### config.mk
export PLATFORM = sky130hd
export DESIGN_NAME = mc_ctrl
export DESIGN_NICKNAME = d
export VERILOG_FILES = /design/src/rtl/mc_ctrl.sv
export SDC_FILE = /design/constraint.sdc
export NUM_CORES = 1
export LEC_CHECK = 0
export BUFFER_PORTS_ARGS = -buffer_cell sky130_fd_sc_hd__buf_2
export CAP_MARGIN = 20
export CORE_MARGIN = 2
export CORE_UTILIZATION = 40
export DETAILED_ROUTE_END_ITERATION = 10
export GPL_TIMING_DRIVEN = 0
export PLACE_DENSITY = 0.72
export SLEW_MARGIN = 20
export SYNTH_ARGS = -nofsm -noshare
export SYNTH_HDL_FRONTEND = slang
export SYNTH_SLANG_ARGS = --single-unit
### constraint.sdc
create_clock -name clk -period 2.1 [get_ports clk]
set_input_delay 0.105 -clock clk [delete_from_list [all_inputs] [get_ports clk]]
set_output_delay 0.105 -clock clk [all_outputs]
set_load 0.005 [all_outputs]
### src/rtl/mc_ctrl.sv
// mc_ctrl: multi-cycle FETCH/DECODE/EXEC/MEM/WB control sequencer for the reduced RV32I datapath.
// Build option MC_CTRL_ILLEGAL_TRAP_EN: unsupported encodings trap into HALT instead of retiring as NOPs.
module mc_ctrl #(
    parameter int DATA_WIDTH    = 32,
    parameter int ALUctrl_WIDTH = 3
) (
    input  logic                     clk,
    input  logic                     rst,
    input  logic                     en,
    input  logic [DATA_WIDTH-1:0]    instr,
    input  logic                     Zero,
    output logic                     IRen,
    output logic                     PCen,
    output logic                     PCsrc,
    output logic                     JALRctrl,
    output logic                     RegWrite,
    output logic                     MemWrite,
    output logic                     ALUsrc,
    output logic [ALUctrl_WIDTH-1:0] ALUctrl,
    output logic [1:0]               ResultSrc,
    output logic [2:0]               ImmSrc,
    output logic                     retire,
    output logic                     illegal
);

`ifdef MC_CTRL_ILLEGAL_TRAP_EN
    localparam bit TRAP_EN = 1'b1;
`else
    localparam bit TRAP_EN = 1'b0;
`endif

    localparam logic [6:0] OP_R    = 7'b0110011;
    localparam logic [6:0] OP_I    = 7'b0010011;
    localparam logic [6:0] OP_LW   = 7'b0000011;
    localparam logic [6:0] OP_SW   = 7'b0100011;
    localparam logic [6:0] OP_BR   = 7'b1100011;
    localparam logic [6:0] OP_JAL  = 7'b1101111;
    localparam logic [6:0] OP_JALR = 7'b1100111;
    localparam logic [6:0] OP_LUI  = 7'b0110111;

    localparam logic [2:0] ALU_ADD   = 3'b000;
    localparam logic [2:0] ALU_SUB   = 3'b001;
    localparam logic [2:0] ALU_AND   = 3'b010;
    localparam logic [2:0] ALU_OR    = 3'b011;
    localparam logic [2:0] ALU_SLT   = 3'b101;
    localparam logic [2:0] ALU_PASSB = 3'b110;

    localparam logic [2:0] IMM_I = 3'b000;
    localparam logic [2:0] IMM_S = 3'b001;
    localparam logic [2:0] IMM_B = 3'b010;
    localparam logic [2:0] IMM_J = 3'b011;
    localparam logic [2:0] IMM_U = 3'b100;

    typedef enum logic [2:0] {S_FETCH, S_DECODE, S_EXEC, S_MEM, S_WB, S_HALT} state_t;
    typedef enum logic [2:0] {C_NOP, C_ALU, C_LOAD, C_STORE, C_BRANCH, C_JUMP} cls_t;

    state_t                state_q, state_d;
    logic [DATA_WIDTH-1:0] ir_q, ir_d;
    logic                  illegal_q, illegal_d;
    logic                  pcen_q, pcen_d;
    logic                  regwrite_q, regwrite_d;
    logic                  memwrite_q, memwrite_d;
    logic                  jump_q, jump_d;

    logic [6:0] opcode;
    logic [2:0] funct3;
    logic [6:0] funct7;
    logic       unused_ir;

    cls_t       cls;
    logic       alu_src;
    logic       jalr_ctrl;
    logic [2:0] alu_op;
    logic [2:0] imm_src;
    logic [1:0] result_src;
    logic [2:0] f3_alu;
    logic       f3_ok;
    logic       taken;

    assign opcode    = ir_q[6:0];
    assign funct3    = ir_q[14:12];
    assign funct7    = ir_q[31:25];
    assign unused_ir = ^{ir_q[24:15], ir_q[11:7]};

    // funct3 map shared by the register and immediate ALU forms
    always_comb begin
        f3_ok  = 1'b1;
        f3_alu = ALU_ADD;
        case (funct3)
            3'b000:  f3_alu = ALU_ADD;
            3'b111:  f3_alu = ALU_AND;
            3'b110:  f3_alu = ALU_OR;
            3'b010:  f3_alu = ALU_SLT;
            default: f3_ok  = 1'b0;
        endcase
    end

    // Decoded fields come straight from IR, so they stay put from DECODE until the next fetch
    always_comb begin
        cls        = C_NOP;
        alu_src    = 1'b0;
        alu_op     = ALU_ADD;
        imm_src    = IMM_I;
        result_src = 2'b00;
        jalr_ctrl  = 1'b0;
        case (opcode)
            OP_R: begin
                if (funct7 == 7'b0100000 && funct3 == 3'b000) begin
                    cls    = C_ALU;
                    alu_op = ALU_SUB;
                end else if (funct7 == 7'b0000000 && f3_ok) begin
                    cls    = C_ALU;
                    alu_op = f3_alu;
                end
            end
            OP_I: begin
                if (f3_ok) begin
                    cls     = C_ALU;
                    alu_src = 1'b1;
                    alu_op  = f3_alu;
                end
            end
            OP_LW: begin
                if (funct3 == 3'b010) begin
                    cls        = C_LOAD;
                    alu_src    = 1'b1;
                    result_src = 2'b01;
                end
            end
            OP_SW: begin
                if (funct3 == 3'b010) begin
                    cls     = C_STORE;
                    alu_src = 1'b1;
                    imm_src = IMM_S;
                end
            end
            OP_BR: begin
                if (funct3[2:1] == 2'b00) begin
                    cls     = C_BRANCH;
                    alu_op  = ALU_SUB;
                    imm_src = IMM_B;
                end
            end
            OP_JAL: begin
                cls        = C_JUMP;
                imm_src    = IMM_J;
                result_src = 2'b10;
            end
            OP_JALR: begin
                if (funct3 == 3'b000) begin
                    cls        = C_JUMP;
                    alu_src    = 1'b1;
                    jalr_ctrl  = 1'b1;
                    result_src = 2'b10;
                end
            end
            OP_LUI: begin
                cls     = C_ALU;
                alu_src = 1'b1;
                alu_op  = ALU_PASSB;
                imm_src = IMM_U;
            end
            default: ;
        endcase
    end

    // Strobes are computed for the state being entered, so they appear registered in that state
    always_comb begin
        state_d    = state_q;
        ir_d       = ir_q;
        illegal_d  = illegal_q;
        pcen_d     = 1'b0;
        regwrite_d = 1'b0;
        memwrite_d = 1'b0;
        jump_d     = 1'b0;
        case (state_q)
            S_FETCH: begin
                if (en) begin
                    ir_d    = instr;
                    state_d = S_DECODE;
                end
            end
            S_DECODE: begin
                if (TRAP_EN && cls == C_NOP) begin
                    illegal_d = 1'b1;
                    state_d   = S_HALT;
                end else begin
                    state_d = S_EXEC;
                    pcen_d  = (cls == C_BRANCH) || (cls == C_NOP);
                end
            end
            S_EXEC: begin
                case (cls)
                    C_LOAD:  state_d = S_MEM;
                    C_STORE: begin
                        state_d    = S_MEM;
                        memwrite_d = 1'b1;
                        pcen_d     = 1'b1;
                    end
                    C_ALU, C_JUMP: begin
                        state_d    = S_WB;
                        regwrite_d = 1'b1;
                        pcen_d     = 1'b1;
                        jump_d     = (cls == C_JUMP);
                    end
                    default: state_d = S_FETCH;
                endcase
            end
            S_MEM: begin
                if (cls == C_LOAD) begin
                    state_d    = S_WB;
                    regwrite_d = 1'b1;
                    pcen_d     = 1'b1;
                end else begin
                    state_d = S_FETCH;
                end
            end
            S_WB:    state_d = S_FETCH;
            S_HALT:  state_d = S_HALT;
            default: state_d = S_FETCH;
        endcase
    end

    always_ff @(posedge clk) begin
        if (rst) begin
            state_q    <= S_FETCH;
            ir_q       <= '0;
            illegal_q  <= 1'b0;
            pcen_q     <= 1'b0;
            regwrite_q <= 1'b0;
            memwrite_q <= 1'b0;
            jump_q     <= 1'b0;
        end else begin
            state_q    <= state_d;
            ir_q       <= ir_d;
            illegal_q  <= illegal_d;
            pcen_q     <= pcen_d;
            regwrite_q <= regwrite_d;
            memwrite_q <= memwrite_d;
            jump_q     <= jump_d;
        end
    end

    // Zero arrives combinationally during EXEC; gating by rst keeps an aborted instruction silent
    assign taken     = funct3[0] ? ~Zero : Zero;
    assign IRen      = ~rst & en & (state_q == S_FETCH);
    assign PCen      = ~rst & pcen_q;
    assign retire    = ~rst & pcen_q;
    assign RegWrite  = ~rst & regwrite_q;
    assign MemWrite  = ~rst & memwrite_q;
    assign PCsrc     = ~rst & (jump_q | ((state_q == S_EXEC) && (cls == C_BRANCH) && taken));
    assign JALRctrl  = jalr_ctrl;
    assign ALUsrc    = alu_src;
    assign ALUctrl   = ALUctrl_WIDTH'(alu_op);
    assign ResultSrc = result_src;
    assign ImmSrc    = imm_src;
    assign illegal   = ~rst & illegal_q;

endmodule

==> metrics <==
status finished with violations; violated checks negative setup slack; syn_nets 221; fraction of layout cells with a size suffix above 1 29.31%; Crit. End Element primary output; mean routed wirelength per cell 11.26 µm; TritonCTS buffer count 3; Clk Latency, worst-skew pair 320 ps; most frequent cell after synthesis nand2_1; critical-path maximum fanout 7; FF+latch area 488.0 µm²; async set or reset register ratio after synthesis 0%; Die X 63.06 µm; vias 1379; initial antenna violation count 0; HP Start instr[26]; post-synthesis cell count 185; ANT nets after route 0; RR Startpoint ir_q[6]$_SDFFE_PP0P_; Fmax 0.4669 GHz; Ports 53; r2r setup slk 270 ps; largest net degree at the start of global routing 15; Inst Count DP 267; DP Wirelength 2312 µm; final cell count without fillers 278; Yosys top cell area share 34.44%; YS warnings 0; reg2reg end pcen_q$_SDFF_PP0_; Synth top cells by count nand2_1 (41), dfxtp_1 (24), a21oi_1 (21); synth unique cells 43; worst endpoint required time 2000 ps; CP Class flop to primary output; vias in the first global route 1161; root buffer cell clkbuf_4; final period utilization 102.0%; core occupancy in the finished layout 54.03%; CP startpoint kind flop; hold depth 3; EDFF count, synth 0; NumNets Final 269; crit path time final 2142 ps; GRT Residual Overflow 0; core area 3337 µm²; Yosys reg bits 24; routability cong. 0.8650; H-tree levels 1; Post-route DRC 0; PwrDens 567.8 nW/µm²; data arrival time of the worst path 2040 ps; sequential element share of the synthesized area 34.44%; Pleak 0.7417 nW; antenna fix cells 0; Max clock buf depth 2; Routed WL 3131 µm; Initial DRT Pass Iterations 4; Starting Density 41.81%; PnR worst setup slack -41.86 ps; fin. max-slew vios 0; IO Port Bufs 36; clk_skew 0.9979 ps; post-synth top area cell dfxtp_1; 1st-iter DRT viols 53; first-pass GRT wire length 5037 µm; Top FF cell, synth dfxtp_1; drt via density 4.960; Worst Hold Path EP ir_q[26]$_SDFFE_PP0P_; Final Power 1.024 mW; Multi-input gate area 838.3 µm²; count of final hold-check violations 0; Syn-to-layout area delta 29.24%; fill count 332; cell area after synthesis 1395 µm²; clk slew on worst S/H paths 130 ps; CP max-delay cell dfxtp_4; CTS tree built; number of cells on the worst reg-to-reg path 6; # setup viols final 1; Max-Cap Viols 0; Die Height 63.06 µm; GR Util All Layers 15.49%; die area 3976 µm²; CTS sink count 24; peak supply drop 0.0003407 V; Critical Path, Cell by Cell and2b_2, a21oi_4, o32ai_4, or3_1, o32ai_2, buf_2; worst hold path class primary input to flop; RSZ-0062 raised after global routing yes; Synth Area per Inst 7.541 µm²; largest cells by area after synthesis dfxtp_1 (34%), nand2_1 (11%), a21oi_1 (7.5%); CP max stage delay 400 ps; Rows 21
registers in the layout, indices dropped and copies added (netlist names):
signal,cells
regwrite_q,1
state_q,3
pcen_q,1
ir_q,17
jump_q,1
memwrite_q,1
layer usage:
| layer | vias to the layer above | part of all wire (%) | GRT usage (%) |
|---|---|---|---|
| li1 | 728 | - | - |
| met1 | 611 | 47 | 20.16 |
| met2 | 35 | 47 | 25.93 |
| met3 | 5 | 5.3 | 3.214 |
| met4 | 0 | 0.99 | 4.167 |
| met5 | - | 0 | 0 |
worst max-delay path by stage:
stage / endpoint / from / slack, ps
floorplan: pcen_q$_SDFF_PP0_ / ir_q[2]$_SDFFE_PP0P_ / 430
global placement: PCsrc / ir_q[6]$_SDFFE_PP0P_ / 240
detailed placement: PCsrc / ir_q[6]$_SDFFE_PP0P_ / 230
CTS: PCsrc / ir_q[6]$_SDFFE_PP0P_ / -40
global route: PCsrc / ir_q[1]$_SDFFE_PP0P_ / -130
finish: PCsrc / ir_q[6]$_SDFFE_PP0P_ / -40
metrics by stage:
| step | hold slack [ps] | TNS [ps] | cell area [µm²] | worst slack, ps |
|---|---|---|---|---|
| 4_1_cts | 1.570 | -40.19 | 1747 | -40.19 |
| 6_report | 2.576 | -41.86 | 1803 | -41.86 |
| 3_3_place_gp | 346.7 | 0 | 1633 | 236.2 |
| 5_1_grt | 2.409 | -128.9 | 1803 | -128.9 |
| 3_5_place_dp | 350.9 | 0 | 1633 | 227.7 |
| 2_1_floorplan | 241.0 | 0 | 1395 | 429.6 |
where the power goes:
| group | leakage [nW] | switching [mW] | internal [mW] |
|---|---|---|---|
| Combinational | 0.515 | 0.104 | 0.0830 |
| Sequential | 0.198 | 0.0191 | 0.479 |
| Clock | 0.0279 | 0.146 | 0.193 |
| Total | 0.742 | 0.269 | 0.755 |
logic make-up (layout without fill, tap and decap cells):
kind of cell              after synthesis  after routing  share of synthesized area, %
xor gates and xnor gates                2              2                         1.256
and+or+nand+nor                        97             97                         36.06
muxes                                   3              3                         2.511
other                                   1              1                        0.2688
AOI/OAI and AO/OA                      37             37                         17.40
buffers and inverters                  21             68                         8.071
DFF                                    24             24                         34.44
critical path: cells and delay by family (launching register included):
kind	cells	cell delay [ps]
simple gates	2	670
compound gates	3	500
flops	1	400
buf+inv	1	150
what timing repair did:
action / in CTS / in global routing
endpoints found under the hold margin: 1 / 5
hold buffers: 1 / 5
pin swaps: 5 / 0
gates resized for setup: 9 / 2
cloned: 0 / 0
buffers inserted: 2 / 0
setup endpoints to repair: 1 / 2
layout make-up:
| type | instances | area share (%) |
|---|---|---|
| multi-input cells | 140 | 46.50 |
| flip-flops and latches | 24 | 27.06 |
| repair buffers | 44 | 14.16 |
| plain buffers | 13 | 4.719 |
| well taps | 46 | 3.192 |
| clock inverters | 1 | 1.666 |
| inverters | 7 | 1.457 |
| clock buffers | 3 | 1.249 |
cells in the final DEF, fill, tap and decap left out, types with 3 or more instances in the layout:
cell           count
a21oi_1           20
buf_2             38
buf_4              4
buf_6              3
clkbuf_1           5
clkbuf_4           4
dfxtp_1           20
dfxtp_2            3
dlygate4sd3_1      6
inv_1              7
nand2_1           41
nand2b_1           6
nor2_1            16
nor2b_1            5
nor3_1             7
nor4_1             5
o21ai_0            4
Note: power is estimated with default switching activity, not from simulation.
